[config.mk]
export PLATFORM = sky130hd
export DESIGN_NAME = servo_scan_sequencer
export DESIGN_NICKNAME = d
export VERILOG_FILES = /design/src/rtl/servo_pkg.sv /design/src/rtl/scan_watchdog.sv /design/src/rtl/servo_scan_sequencer.sv
export SDC_FILE = /design/constraint.sdc
export NUM_CORES = 1
export LEC_CHECK = 0
export ABC_AREA = 1
export CORE_ASPECT_RATIO = 2
export CORE_MARGIN = 5
export CORE_UTILIZATION = 55
export CTS_CLUSTER_SIZE = 28
export DETAILED_ROUTE_END_ITERATION = 10
export PLACE_DENSITY = 0.85
export SYNTH_ARGS = -nofsm -noshare
export SYNTH_HDL_FRONTEND = slang
export SYNTH_SLANG_ARGS = --single-unit
[constraint.sdc]
create_clock -name PCLK -period 15.1 [get_ports PCLK]
set_input_delay 1.51 -clock PCLK [delete_from_list [all_inputs] [get_ports PCLK]]
set_output_delay 1.51 -clock PCLK [all_outputs]
set_load 0.05 [all_outputs]
[src/rtl/servo_pkg.sv]
// rtl/servo_pkg.sv - shared state encoding, command indices and timing defaults for the servo scan sequencer
package servo_pkg;

  typedef enum logic [3:0] {
    ST_IDLE      = 4'd0,
    ST_ZERO      = 4'd1,
    ST_WAIT_ZERO = 4'd2,
    ST_SWEEP     = 4'd3,
    ST_WAIT_X    = 4'd4,
    ST_STEP      = 4'd5,
    ST_WAIT_Y    = 4'd6,
    ST_RETURN    = 4'd7,
    ST_WAIT_RTZ  = 4'd8
  } scan_state_t;

  // Bit positions of the per-axis command vector
  localparam int CMD_W       = 5;
  localparam int CMD_NEUTRAL = 0;
  localparam int CMD_FORWARD = 1;
  localparam int CMD_REVERSE = 2;
  localparam int CMD_ZERO    = 3;
  localparam int CMD_RTZ     = 4;

  // 20 ms servo frame at 100 MHz; the wait watchdog allows 200 frames (4 s)
  localparam int unsigned PWM_PERIOD_CYCLES  = 2_000_000;
  localparam int unsigned DEFAULT_WAIT_LIMIT = 200 * PWM_PERIOD_CYCLES;

  // One-hot command vector with only the requested command set
  function automatic logic [CMD_W-1:0] cmd_pulse(input int idx);
    return CMD_W'(1) << idx;
  endfunction

endpackage

[src/rtl/scan_watchdog.sv]
// rtl/scan_watchdog.sv - loadable down-counter flagging too long a stay in one scan state
module scan_watchdog #(
  parameter int unsigned LIMIT = 400_000_000
) (
  input  logic PCLK,
  input  logic PRESET,
  input  logic load,
  output logic expired
);

  localparam int WD_W = (LIMIT > 1) ? $clog2(LIMIT) : 1;
  localparam logic [WD_W-1:0] LOAD_VAL = WD_W'(LIMIT - 1);

  logic [WD_W-1:0] cnt;

  // Reload on every state entry, otherwise count down and hold at zero
  always_ff @(posedge PCLK or posedge PRESET) begin
    if (PRESET)
      cnt <= '0;
    else if (load)
      cnt <= LOAD_VAL;
    else if (cnt != '0)
      cnt <= cnt - WD_W'(1);
  end

  // Zero is reached in the LIMIT-th cycle after the load
  assign expired = (cnt == '0);

endmodule

[src/rtl/servo_scan_sequencer.sv]
// rtl/servo_scan_sequencer.sv - boustrophedon raster scan sequencer for a pan/tilt servo pair
module servo_scan_sequencer
  import servo_pkg::*;
#(
  parameter int          CNT_W      = 32,
  parameter int          ROW_W      = 8,
  parameter int unsigned WAIT_LIMIT = DEFAULT_WAIT_LIMIT
) (
  input  logic             PCLK,
  input  logic             PRESET,
  input  logic             start,
  input  logic             abort,
  input  logic [CNT_W-1:0] cfg_x_span,
  input  logic [CNT_W-1:0] cfg_y_step,
  input  logic [ROW_W-1:0] cfg_rows,
  input  logic [CNT_W-1:0] x_fwd_cnt,
  input  logic [CNT_W-1:0] x_rev_cnt,
  input  logic [CNT_W-1:0] y_fwd_cnt,
  input  logic [CNT_W-1:0] y_rev_cnt,
  input  logic             x_in_rtz,
  input  logic             y_in_rtz,
  output logic             x_cmd_neutral,
  output logic             x_cmd_forward,
  output logic             x_cmd_reverse,
  output logic             x_cmd_zero,
  output logic             x_cmd_rtz,
  output logic             y_cmd_neutral,
  output logic             y_cmd_forward,
  output logic             y_cmd_reverse,
  output logic             y_cmd_zero,
  output logic             y_cmd_rtz,
  output logic             busy,
  output logic             done,
  output logic             fault,
  output logic [ROW_W-1:0] row_idx
);

  scan_state_t state, state_nxt;
  logic [CNT_W-1:0] span_q, span_nxt, step_q, step_nxt;
  logic [ROW_W-1:0] rows_q, rows_nxt, row_q, row_nxt;
  logic             fault_q, fault_nxt, done_q, done_nxt;
  logic [CMD_W-1:0] x_cmd_q, x_cmd_nxt, y_cmd_q, y_cmd_nxt;
  logic signed [CNT_W:0] x_pos, y_pos, span_s, y_target_s;
  logic [CNT_W-1:0] y_target;
  logic             in_wait, wd_expired;

  // Positions carry one extra bit so a reverse overshoot reads as negative
  assign x_pos      = $signed({1'b0, x_fwd_cnt}) - $signed({1'b0, x_rev_cnt});
  assign y_pos      = $signed({1'b0, y_fwd_cnt}) - $signed({1'b0, y_rev_cnt});
  assign span_s     = $signed({1'b0, span_q});
  assign y_target   = (CNT_W'(row_q) + CNT_W'(1)) * step_q;
  assign y_target_s = $signed({1'b0, y_target});
  assign in_wait    = (state == ST_WAIT_ZERO) || (state == ST_WAIT_X) ||
                      (state == ST_WAIT_Y)    || (state == ST_WAIT_RTZ);

  scan_watchdog #(.LIMIT(WAIT_LIMIT)) u_watchdog (
    .PCLK    (PCLK),
    .PRESET  (PRESET),
    .load    (state_nxt != state),
    .expired (wd_expired)
  );

  // Registered state, latched geometry, status flags and command pulses
  always_ff @(posedge PCLK or posedge PRESET) begin
    if (PRESET) begin
      state   <= ST_IDLE;
      span_q  <= '0;
      step_q  <= '0;
      rows_q  <= '0;
      row_q   <= '0;
      fault_q <= 1'b0;
      done_q  <= 1'b0;
      x_cmd_q <= '0;
      y_cmd_q <= '0;
    end else begin
      state   <= state_nxt;
      span_q  <= span_nxt;
      step_q  <= step_nxt;
      rows_q  <= rows_nxt;
      row_q   <= row_nxt;
      fault_q <= fault_nxt;
      done_q  <= done_nxt;
      x_cmd_q <= x_cmd_nxt;
      y_cmd_q <= y_cmd_nxt;
    end
  end

  // Next-state and next-command decode; abort beats the watchdog, both beat normal flow
  always_comb begin
    state_nxt = state;
    span_nxt  = span_q;
    step_nxt  = step_q;
    rows_nxt  = rows_q;
    row_nxt   = row_q;
    fault_nxt = fault_q;
    done_nxt  = 1'b0;
    x_cmd_nxt = '0;
    y_cmd_nxt = '0;
    if (state != ST_IDLE && abort) begin
      x_cmd_nxt = cmd_pulse(CMD_NEUTRAL);
      y_cmd_nxt = cmd_pulse(CMD_NEUTRAL);
      state_nxt = ST_IDLE;
    end else if (in_wait && wd_expired) begin
      x_cmd_nxt = cmd_pulse(CMD_NEUTRAL);
      y_cmd_nxt = cmd_pulse(CMD_NEUTRAL);
      fault_nxt = 1'b1;
      state_nxt = ST_IDLE;
    end else begin
      case (state)
        ST_IDLE: begin
          if (start && !abort) begin
            span_nxt  = cfg_x_span;
            step_nxt  = cfg_y_step;
            rows_nxt  = cfg_rows;
            row_nxt   = '0;
            fault_nxt = 1'b0;
            if (cfg_rows == '0 || cfg_x_span == '0)
              done_nxt = 1'b1;
            else
              state_nxt = ST_ZERO;
          end
        end
        ST_ZERO: begin
          x_cmd_nxt = cmd_pulse(CMD_ZERO);
          y_cmd_nxt = cmd_pulse(CMD_ZERO);
          state_nxt = ST_WAIT_ZERO;
        end
        ST_WAIT_ZERO: begin
          if (x_fwd_cnt == '0 && x_rev_cnt == '0 && y_fwd_cnt == '0 && y_rev_cnt == '0)
            state_nxt = ST_SWEEP;
        end
        ST_SWEEP: begin
          x_cmd_nxt = row_q[0] ? cmd_pulse(CMD_REVERSE) : cmd_pulse(CMD_FORWARD);
          state_nxt = ST_WAIT_X;
        end
        ST_WAIT_X: begin
          if (row_q[0] ? (x_pos <= 0) : (x_pos >= span_s)) begin
            x_cmd_nxt = cmd_pulse(CMD_NEUTRAL);
            state_nxt = (row_q == rows_q - ROW_W'(1)) ? ST_RETURN : ST_STEP;
          end
        end
        ST_STEP: begin
          y_cmd_nxt = cmd_pulse(CMD_FORWARD);
          state_nxt = ST_WAIT_Y;
        end
        ST_WAIT_Y: begin
          if (y_pos >= y_target_s) begin
            y_cmd_nxt = cmd_pulse(CMD_NEUTRAL);
            row_nxt   = row_q + ROW_W'(1);
            state_nxt = ST_SWEEP;
          end
        end
        ST_RETURN: begin
          x_cmd_nxt = cmd_pulse(CMD_RTZ);
          y_cmd_nxt = cmd_pulse(CMD_RTZ);
          state_nxt = ST_WAIT_RTZ;
        end
        ST_WAIT_RTZ: begin
          if (x_pos == 0 && y_pos == 0 && !x_in_rtz && !y_in_rtz) begin
            done_nxt  = 1'b1;
            state_nxt = ST_IDLE;
          end
        end
        default: state_nxt = ST_IDLE;
      endcase
    end
  end

  assign x_cmd_neutral = x_cmd_q[CMD_NEUTRAL];
  assign x_cmd_forward = x_cmd_q[CMD_FORWARD];
  assign x_cmd_reverse = x_cmd_q[CMD_REVERSE];
  assign x_cmd_zero    = x_cmd_q[CMD_ZERO];
  assign x_cmd_rtz     = x_cmd_q[CMD_RTZ];
  assign y_cmd_neutral = y_cmd_q[CMD_NEUTRAL];
  assign y_cmd_forward = y_cmd_q[CMD_FORWARD];
  assign y_cmd_reverse = y_cmd_q[CMD_REVERSE];
  assign y_cmd_zero    = y_cmd_q[CMD_ZERO];
  assign y_cmd_rtz     = y_cmd_q[CMD_RTZ];
  assign busy          = (state != ST_IDLE);
  assign done          = done_q;
  assign fault         = fault_q;
  assign row_idx       = row_q;

endmodule

* Yosys cells after proc, flatten, opt, wreduce, memory -nomap -nowiden
Cells that the tools add are included.
** Storage, ports and cells
- Logic and storage cells :: 103
- Memory bits (read-only) :: 0
- Register bits after elaboration :: 125
- Memory bits (writable) :: 0
- Input port bits :: 206
- Output and inout bits :: 21
- Memories kept :: 0
- Latch bits :: 0
** Operators by class
- Bitwise gates (word level) :: 2
- Multipliers :: 1
- Shift operators :: 0
- Reductions and logical operators :: 35
- Magnitude comparators :: 3
- Divide/modulo/power cells :: 0
- $add $sub $neg :: 6
- Equality and inequality tests :: 12
- Mux-type cells :: 34
** Operators with widths (count)
- $logic_not A32 Y1 :: 5
- $ge A33 B33 Y1 :: 2
- $logic_not A33 Y1 :: 2
- $sub A32 B32 Y33 :: 2
- $mux W29 :: 2
- $pmux W5 S4 :: 2
- $pmux W4 S9 :: 1
- $le A33 B1 Y1 const B :: 1
- $mul A9 B32 Y32 :: 1
- $mux W4 :: 8
- $logic_not A29 Y1 :: 1
- $reduce_bool A29 Y1 :: 1
- $sub A29 B1 Y29 const B :: 1
- $mux W5 :: 4
- $eq A4 B3 Y1 const B :: 4
- $mux W8 :: 2
- $pmux W8 S2 :: 1
- $mux W1 :: 11
- $add A8 B1 Y9 const B :: 1
- $logic_and A1 B1 Y1 :: 9
- $add A8 B1 Y8 const B :: 1
- $eq A4 B2 Y1 const B :: 2
- $eq A8 B8 Y1 :: 1
- $logic_not A8 Y1 :: 1
- 18 further kinds :: 27

* Depth between registers and ports, before layout
Gate-level depths: netlist of the first run.
- Word-level depth :: 11
- Mapped depth :: 53
- Mapped depth without buffers :: 52

* Cells and area by module
A second synthesis of the first run with hierarchy kept.
** Second synthesis, totals
- Cell total of the unflattened synthesis :: 3183
- Area total of the unflattened synthesis :: 20726.1 um2
** Modules (own cells, without submodules)
- servo_scan_sequencer :: sequential area each 2377.3 um2, cells an instance 2888, times used 1, area each 18709.2 um2
- scan_watchdog :: sequential area each 725.7 um2, cells an instance 295, times used 1, area each 2016.9 um2

* Worst setup path before layout of the first run
Ideal clock, no wire load.
- Path type :: register to register
- From :: register row_q[0] (netlist: row_idx[0])
- To :: register u_watchdog.cnt[9]
- Required time :: 14.972 ns
- Slack :: 7.209 ns
- Buffers on the path :: 2
- Arrival :: 7.763 ns
- Library setup time :: 0.128 ns
- Cell stages (with the launch flop) :: 49
- Period minus slack after synthesis :: 7.891 ns
- Cells stage by stage :: dfrtp_1 > inv_2 > nor3_2 > nand2_1 > nor3_1 > inv_1 > o21ai_1 > nand2_1 > clkbuf_1 > nor2_1 > fa_1 > fa_1 > fa_1 > inv_1 > fa_1 > inv_1 > ha_1 > inv_1 > [13 not listed] > ha_1 > nand2_1 > nor2_1 > a211oi_1 > nand2_1 > nand2_1 > nand2_1 > nand2_1 > nand2_1 > nand3_1 > nand2_1 > inv_1 > nand2_1 > a21oi_1 > nand2_4 > inv_8 > buf_12 > nand3b_2
** On the way
- Word-level cells in the longest chain between the ends :: 9
- Elaborated cells between the ends (all ways) :: 14
- Those cells by class :: add/sub: 1; mul: 1; order compare: 1; eq/ne: 2; mux: 8; reduce/logical: 1
** RTL lines
- from (decl) :: RTL line servo_scan_sequencer.sv:40 : logic [ROW_W-1:0] rows_q, rows_nxt, row_q, row_nxt;
- from (signal assigned) :: RTL line servo_scan_sequencer.sv:80 : row_q <= row_nxt;
- $add A8 B1 Y9 :: RTL line servo_scan_sequencer.sv:51 : assign y_target = (CNT_W'(row_q) + CNT_W'(1)) * step_q;
- $mul A9 B32 Y32 :: RTL line servo_scan_sequencer.sv:51
- $ge A33 B33 Y1 :: RTL line servo_scan_sequencer.sv:147 : if (y_pos >= y_target_s) begin
- $mux W4 :: RTL line servo_scan_sequencer.sv:147
- $pmux W4 S9 (*) :: RTL line servo_scan_sequencer.sv:109 : case (state)
- $mux W4 (*) :: RTL line servo_scan_sequencer.sv:103 : end else if (in_wait && wd_expired) begin
- $mux W4 (*) :: RTL line servo_scan_sequencer.sv:99 : if (state != ST_IDLE && abort) begin
- $ne A4 B4 Y1 (*) :: RTL line servo_scan_sequencer.sv:59 : .load (state_nxt != state),
- $mux W29 or $reduce_bool A2 Y1 (tied branches)
- to (signal assigned) :: RTL line scan_watchdog.sv:23 : cnt <= cnt - WD_W'(1);
- to (decl) :: RTL line scan_watchdog.sv:14 : logic [WD_W-1:0] cnt;
Mark *: on every way between the ends. The rest lies on a longest branch, timed or not.
A chain may end at the register's enable or synchronous reset.

* Worst setup path in the final report of the first run
- From :: register row_q[0] (netlist: row_idx[0])
- To :: register u_watchdog.cnt[22]
Same word-level chain as after synthesis.

==> impl_metrics.tcl, run 1 <==
set metrics [dict create \
    status "finished clean" \
    r2r-end "u_watchdog.cnt[22]" \
    clk_root_buffer_cell "clkbuf_16" \
    whs_ns 0.487 \
    worstSetupStartpointType "flop" \
    synthTopCellsByCount "851 x nand2_1, 721 x inv_1, 333 x nor2_1" \
    grt_use_met3_pct 4.33 \
    rr_startpoint "row_idx[0]" \
    synth_cells 3132 \
    die_h_um 284 \
    min_delay_path_depth 2 \
    worst_pin_slew_ns 1.10 \
    place_hpwl_um 57900 \
    io_buffers 225 \
    min_to "span_q[24]" \
    synth_ff_type "dfrtp_1" \
    period_share_pct 63.2 \
    routed-via-count 20859 \
    async_flop_share_pct 100 \
    powerDensity_nw_per_um2 103 \
    yosysMostFrequentCell "nand2_1" \
    post_cts_resized 0 \
    wire_per_inst_um 18.1 \
    areaGrowthSynthToFinish_pct 15.8 \
    finalNetCount 3901 \
    synth.top_cell.area_share_pct 17.6 \
    post_cts_buffers 0 \
    pwr-share-comb_pct 60.9 \
    ys_seq_elements 123 \
    switchingPower_mw 1.26 \
    htreeDepth 4 \
    slew_headroom_pct 26.3 \
    critPathMaxStageDelay_ns 0.57 \
    synth_fp_nets 3690 \
    p_sw_share_pct 51.4 \
    clk-insertion-delay-late_ns 0.44 \
    postRouteAntennaNets 0 \
    cts_tree "yes" \
    drive_above_1_share_pct 4.80 \
    maxCapViolCount 0 \
    grt_max_degree 77 \
    r2r_setup_slack_ns 5.55 \
    post_drt_via_cell_ratio 5.46 \
    numCtsBuffers 17 \
    synth.distinct_cells 56 \
    grt_most_used_layer "met2" \
    clkPwrFrac_pct 16.5 \
    gr-total-overflow 0 \
    gp_congestion 1.06 \
    slew_viol_final 0 \
    yosysSeqAreaShare_pct 14.9 \
    dr.pass1.iters 6 \
    fin_area_sq_um 23900 \
    critPathMostFrequentCell "nand2_1" \
    die_area_sq_um 41700 \
    clock_sinks 123 \
    rows 100 \
    hold_path.class "flop to flop" \
    path_buf_inv 9 \
    setup_tns_ns 0 \
    critical_path_class "flop to flop" \
    grt_pass1_vias 21726 \
    grt_setup_unrepaired "false" \
    avgSynthCellArea_sq_um 6.59 \
    synth_top_area_cell "fa_1" \
    grt_util_met1_pct 30.5 \
    start_util_pct 55.5 \
    finalSetupViolations 0 \
    num_io_pins 227 \
    ys_warn_count 0 \
    post-route-min-period_ns 9.55 \
    drc 0 \
    crit_fanout 35 \
    grtUsageMet2_pct 61.7 \
    grt_antenna_before_repair 3 \
    p_leak_nw 13.0 \
    critPathRequiredTime_ns 15.40 \
    ir_worst_vdd_uv 74.6 \
    internal_power_mw 1.19 \
    crit_path_top_delay_cell "fa_1" \
    endpoint_kind "flop" \
    die_w_um 147 \
    track_usage_pct 33.0 \
    clk_pin_slew_ns 0.06 \
    power_frac_seq_pct 22.5 \
    grt_pass1_wl_um 108000 \
    dpl_cell_area_sq_um 23300 \
    drt_iter0_drc 1505 \
    fmax_ghz 0.105 \
    wirelength_um 69000 \
    core_area_sq_um 37200 \
    finalHoldViolations 0 \
    cp_data_arrival_time_ns 9.85 \
    synth_edf_count 0 \
    min_from "span_q[24]" \
    cts_buffer_depth 2 \
    clock_skew_ns 0.0152 \
    reg2regPathDepth 47 \
    ctsHoldBuffers 0 \
    synth_area_leaders "fa_1 18%, nand2_1 15%, dfrtp_1 15%, inv_1 13%, ha_1 10%" \
    worst_path_dominant_cell_family "simple AND/OR/NAND/NOR gates" \
    total_power_mw 2.45 \
    synth_area_sq_um 20600 \
]
[cells in the final DEF (no fill, tap or decap), drive strengths merged]
cell type and n:
nand2 894, inv 737, nor2 353, clkdlybuf4s50 225, fa 181, ha 171, nand3 137, dfrtp 123
o21ai 108, a21oi 107, nand4 57, nor3 45, xor2 42, nor4 34, xnor2 32, nand3b 20
clkbuf 19, o21bai 10, buf 9, o22ai 7, clkinv 6, o211ai 5, a21o 4, a211oi 4
o21a 4, or2 4, a21boi 4, diode 3, and2 3, clkinvlp 2, a41oi 1, a22oi 1
and3 1, nor3b 1, or3 1, o31ai 1, conb 1, bufinv 1
[metrics by stage]
stage	std cells	setup WS, ns	utilization [%]
5_1_grt	3817	4.75	64.3
3_3_place_gp	3783	5.97	62.8
2_1_floorplan	3132	7.21	-
3_5_place_dp	3783	5.69	62.8
4_1_cts	3814	5.65	64.3
6_report	3817	5.55	64.3
[tightest hold or removal path, delay by kind of cell, from the launching register on]
kind | cells | cell delay [ns]
AO/OA/AOI/OAI | 1 | 0.06
AND/OR/NAND/NOR | 1 | 0.05
flip-flops | 1 | 0.34
[kinds of logic (layout without fill, tap and decap cells)]
kind of cell	Yosys count	count (layout)	share of synthesized area (%)
AO/OA/AOI/OAI	256	256	6.83
XOR/XNOR	74	74	3.18
adder cells (fa/ha/maj)	352	352	27.9
buffers and inverters	776	999	14.4
flip-flops	123	123	14.9
other	1	4	0.0182
AND/OR/NAND/NOR	1550	1550	32.7
[per-layer routing]
layer,part of all wire (%),vias up
met2,53,929
met1,31,9572
li1,-,9966
met4,11,0
met3,5.6,392
met5,0,-
[power groups by stage]
stage / combinational (mW) / clock [mW] / sequential, mW
3_3_place_gp: 1.44 / 0 / 0.549
5_1_grt: 1.69 / 0.419 / 0.560
6_report: 1.49 / 0.406 / 0.552
3_5_place_dp: 1.48 / 0 / 0.547
2_1_floorplan: 1.06 / 0 / 0.513
4_1_cts: 1.49 / 0.404 / 0.546
[area by class of cell]
cell class | count | area (sq um)
fill | 3324 | 13300
tap | 459 | 574
clock inverter | 12 | 113
multi-input combinational | 2233 | 14600
antenna | 3 | 7.51
inverter | 734 | 2770
sequential | 123 | 3080
clock buffer | 19 | 453
timing repair buffer | 234 | 2320
[flip-flops by register name (all words and copies together), names as in the netlist]
register	flops
span_q	32
step_q	32
u_watchdog.cnt	29
row_idx	8
rows_q	8
x_cmd_q	5
state	4
y_cmd_q	3
done	1
fault	1
[worst max-delay path by stage]
stage / slack [ns] / to / from / depth (start not counted)
after global routing: 4.75 / u_watchdog.cnt[22] / row_idx[0] / 51
final: 5.55 / u_watchdog.cnt[22] / row_idx[0] / 47
after floorplan: 7.21 / u_watchdog.cnt[9] / row_idx[0] / 48
after global placement: 5.97 / u_watchdog.cnt[22] / row_idx[0] / 51
after detailed placement: 5.69 / u_watchdog.cnt[22] / row_idx[0] / 47
after CTS: 5.65 / u_watchdog.cnt[22] / row_idx[0] / 47
Power figures use the tool's default switching activity.
==> inputs of run 2 (changes only) <==
Clock period 15.1 ns to 8.8 ns, I/O delays scaled along.
==> impl_metrics.tcl, run 2 (synthesis gave the netlist of run 1 again) <==
set metrics [dict create \
    status "finished clean" \
    core_area_sq_um 37200 \
    critPathMaxStageDelay_ns 0.56 \
    grt_pass1_vias 21912 \
    worstSetupStartpointType "flop" \
    areaGrowthSynthToFinish_pct 16.2 \
    fillers 3396 \
    start_util_pct 55.5 \
    crit_path_top_delay_cell "fa_1" \
    grt_max_degree 79 \
    grt_antenna_before_repair 5 \
    finalHoldViolations 0 \
    clock_sinks 123 \
    post_drt_via_cell_ratio 5.48 \
    powerDensity_nw_per_um2 177 \
    top_regs "span_q: 32 flops, step_q: 32 flops, u_watchdog.cnt: 29 flops" \
    endpoint_kind "flop" \
    clk_pin_slew_ns 0.06 \
    ir_worst_vdd_uv 142 \
    grt_setup_unrepaired "false" \
    cts_buffer_depth 2 \
    post-route-min-period_ns 8.10 \
    mostFrequentLayoutCells "850 x nand2_1, 720 x inv_1, 332 x nor2_1, 225 x clkdlybuf4s50_1, 181 x fa_1" \
    critPathMostFrequentCell "nand2_1" \
    io_buffers 225 \
    clk-insertion-delay-late_ns 0.44 \
    r2r_setup_slack_ns 0.70 \
    setup_tns_ns 0 \
    track_usage_pct 33.8 \
    postRouteAntennaNets 0 \
    dr.pass1.iters 6 \
    numCtsBuffers 17 \
    htreeDepth 4 \
    post_cts_resized 0 \
    hold_path.class "flop to flop" \
    worst_pin_slew_ns 1.20 \
    wirelength_um 70800 \
    num_io_pins 227 \
    wire_per_inst_um 18.5 \
    clk_root_buffer_cell "clkbuf_16" \
    layout_commonest_cell "nand2_1" \
    grt_pass1_wl_um 110000 \
    critPathRequiredTime_ns 9.12 \
    routed-via-count 20957 \
    die_area_sq_um 41700 \
    slew_headroom_pct 19.4 \
    crit_fanout 21 \
    p_leak_nw 13.0 \
    whs_ns 0.483 \
    finalNetCount 3906 \
    post_cts_buffers 0 \
    drc 0 \
    gr-total-overflow 0 \
    rows 100 \
    fmax_ghz 0.124 \
    cts_tree "yes" \
    finalSetupViolations 0 \
    slew_viol_final 0 \
    clock_skew_ns 0.00938 \
    ctsHoldBuffers 0 \
    seq_area_sq_um 3080 \
    die_w_um 147 \
    period_share_pct 92.0 \
    drive_above_1_share_pct 5.09 \
    cp_data_arrival_time_ns 8.41 \
    maxCapViolCount 0 \
    drt_iter0_drc 1148 \
    gp_congestion 1.06 \
    place_hpwl_um 60100 \
    critical_path_class "flop to flop" \
    multiInputGateArea_sq_um 14600 \
    die_h_um 284 \
]
-- run 2: path summary, 6_finish.rpt --
check,start,endpoint,cells past startpoint
setup / recovery,row_idx[0],u_watchdog.cnt[22],47
hold / removal,step_q[31],step_q[31],2
setup reg to reg,row_idx[0],u_watchdog.cnt[22],47
hold reg to reg,step_q[31],step_q[31],2
max in group asynchronous,PRESET,row_idx[0],3
min in group asynchronous,PRESET,span_q[0],2
-- run 2: per-layer routing --
metal	wire, um	GRT usage [%]
met1	21400	30.1
met2	37700	64.7
met3	3750	4.97
met4	7880	28.8
met5	0	0
-- run 2: where the power goes --
part	leakage (nW)	switching (mW)	internal [mW]
clock network	0.284	0.295	0.414
registers	1.49	0.221	0.741
logic	11.2	1.68	0.903
total	13.0	2.19	2.06
-- run 2: critical path: cells and delay by family (launching register included) --
kind / cells / cell delay, ns
AO/OA/AOI/OAI: 10 / 1.71
XOR/XNOR: 1 / 0.19
adder cells (fa/ha/maj): 6 / 2.73
buffers and inverters: 10 / 0.97
flip-flops: 1 / 0.47
AND/OR/NAND/NOR: 20 / 1.86
-- run 2: cell type report --
| cell class | instances | share of cell area [%] |
|---|---|---|
| Multi-Input combinational cell | 2233 | 60.9 |
| Sequential cell | 123 | 12.8 |
| Inverter | 734 | 11.5 |
| Timing Repair Buffer | 239 | 9.85 |
| Tap cell | 459 | 2.40 |
| Clock buffer | 21 | 1.96 |
| Clock inverter | 11 | 0.454 |
| Antenna cell | 7 | 0.0731 |
-- run 2: per-stage QoR --
stage	util [%]	instances	setup slack (ns)	area [sq um]	power, mW
final	64.5	3827	0.703	24000	4.25
after global routing	64.5	3827	0.0260	24000	4.62
after CTS	64.4	3820	0.354	23900	4.22
after detailed placement	62.9	3788	0.409	23400	3.49
after global placement	62.9	3788	0.553	23400	3.44
after floorplan	-	3132	0.909	20600	2.71
==> inputs of run 3 (changes only) <==
Settings changed: CORE_UTILIZATION 55 to 60, PLACE_DENSITY 0.85 to 0.91.
==> impl_metrics.tcl, run 3 (synthesis gave the netlist of run 1 again) <==
set metrics [dict create \
    rows 96 \
    seq_area_sq_um 3080 \
    fin_area_sq_um 24000 \
    clock_sinks 123 \
    p_leak_nw 13.0 \
    wire_per_inst_um 17.9 \
    cts_tree "yes" \
    layout_commonest_cell "nand2_1" \
    path_buf_inv 7 \
    diodes 0 \
    routed-via-count 21329 \
    fin_util_pct 70.3 \
    layoutNonFillerInstCount 3800 \
    drc 0 \
    io_buffers 225 \
    worst_path_dominant_cell_family "adder cells" \
    numPlacedInstances 3768 \
    cts_buffer_depth 2 \
    numCtsBuffers 17 \
    wirelength_um 68200 \
    clk-insertion-delay-late_ns 0.45 \
    gr-total-overflow 0 \
    grt_pass1_wl_um 108000 \
    grt_antenna_before_repair 0 \
    track_usage_pct 35.9 \
    multiInputGateArea_sq_um 14600 \
    whs_ns 0.481 \
    post-route-min-period_ns 8.18 \
    rr_startpoint "row_idx[0]" \
    finalHoldViolations 0 \
    maxCapViolCount 0 \
    dpl_cell_area_sq_um 23300 \
    finalNetCount 3904 \
    r2r-end "u_watchdog.cnt[8]" \
    fmax_ghz 0.122 \
    crit_end "u_watchdog.cnt[8]" \
    postRouteAntennaNets 0 \
    top_regs "span_q: 32 flops, step_q: 32 flops, u_watchdog.cnt: 29 flops" \
    crit_fanout 21 \
    mostFrequentLayoutCells "851 x nand2_1, 720 x inv_1, 332 x nor2_1, 225 x clkdlybuf4s50_1, 181 x fa_1" \
    hold_path.class "flop to flop" \
    ctsHoldBuffers 0 \
    critPathRequiredTime_ns 9.11 \
    slew_headroom_pct 30.0 \
    cp_data_arrival_time_ns 8.49 \
    start_util_pct 60.5 \
    core_area_sq_um 34100 \
    clk_pin_slew_ns 0.07 \
    worst-path-stages 41 \
    slew_viol_final 0 \
    endpoint_kind "flop" \
    post_drt_via_cell_ratio 5.61 \
    num_io_pins 227 \
    grt_max_degree 79 \
    reg2regPathDepth 41 \
    r2r_setup_slack_ns 0.62 \
    die_h_um 272 \
    setup_tns_ns 0 \
    ir_worst_vdd_uv 246 \
    place_hpwl_um 55900 \
    gp_congestion 1.07 \
    layout_setup_ws_ns 0.619 \
    fillers 2845 \
    clk_root_buffer_cell "clkbuf_16" \
    period_share_pct 93.0 \
    critPathMaxStageDelay_ns 0.61 \
    total_power_mw 4.30 \
    die_w_um 141 \
    clock_skew_ns 0.0180 \
    dr.pass1.iters 8 \
    drive_above_1_share_pct 5.06 \
    areaGrowthSynthToFinish_pct 16.2 \
    critPathMostFrequentCell "nand2_1" \
    grt_pass1_vias 22266 \
    worst_pin_slew_ns 1.04 \
    finalSetupViolations 0 \
    drt_iter0_drc 1525 \
    htreeDepth 4 \
    setup.worst_path.start "row_idx[0]" \
    powerDensity_nw_per_um2 179 \
    status "finished clean" \
    die_area_sq_um 38400 \
    crit_path_top_delay_cell "fa_1" \
    critical_path_class "flop to flop" \
    worstSetupStartpointType "flop" \
    dp_slack_ns 0.527 \
]
run 3: cell count changes in the layout (fill, tap and decap cells not counted), sizes merged:
cell / delta
clkinvlp: -1
clkinv: -1
buf: -2
bufinv: +2
diode: -7
clkbuf: -2
inv: +2
run 3: worst reg2reg max path, delay by kind of cell (launching register included):
| kind | cells | cell delay, ns |
|---|---|---|
| compound gates | 10 | 1.95 |
| fa+ha+maj | 6 | 2.76 |
| flops | 1 | 0.48 |
| xor+xnor | 1 | 0.22 |
| simple gates | 17 | 1.83 |
| buf+inv | 7 | 0.79 |
run 3: layout make-up:
cell class	count	share of cell area [%]
repair buffers	237	9.79
multi-input cells	2233	60.9
well taps	441	2.30
clock inverters	13	0.752
flip-flops and latches	123	12.8
clock buffers	19	1.85
inverters	734	11.5
run 3: routing by layer:
| metal | share of wire (%) | track usage, % | wire length (um) | vias to the layer above |
|---|---|---|---|---|
| li1 | - | - | - | 9971 |
| met1 | 30 | 33.3 | 20500 | 9836 |
| met2 | 53 | 66.0 | 35900 | 1076 |
| met3 | 6.5 | 5.71 | 4420 | 444 |
| met4 | 11 | 31.0 | 7260 | 2 |
| met5 | 0.059 | 0.789 | 40 | - |
run 3: worst min-delay path by stage:
stage               slack [ns]  cells after the start          to  startpoint
CTS                       0.48                      2  step_q[31]  step_q[31]
floorplan                 0.45                      2  step_q[31]  step_q[31]
detailed placement        0.47                      2  step_q[31]  step_q[31]
global placement          0.46                      2  step_q[31]  step_q[31]
finish                    0.48                      2  step_q[31]  step_q[31]
global route              0.51                      2  step_q[31]  step_q[31]
run 3: report_power, final:
| part | internal, mW | leakage [nW] | switching (mW) | total, mW |
|---|---|---|---|---|
| clock | 0.461 | 0.305 | 0.314 | 0.775 |
| combinational | 0.911 | 11.2 | 1.67 | 2.58 |
| sequential | 0.741 | 1.49 | 0.197 | 0.938 |
| total | 2.11 | 13.0 | 2.18 | 4.30 |
run 3: what timing repair did:
item,in CTS,in global routing
setup endpoints to repair,0,34
setup buffers,0,0
gates resized for setup,0,10
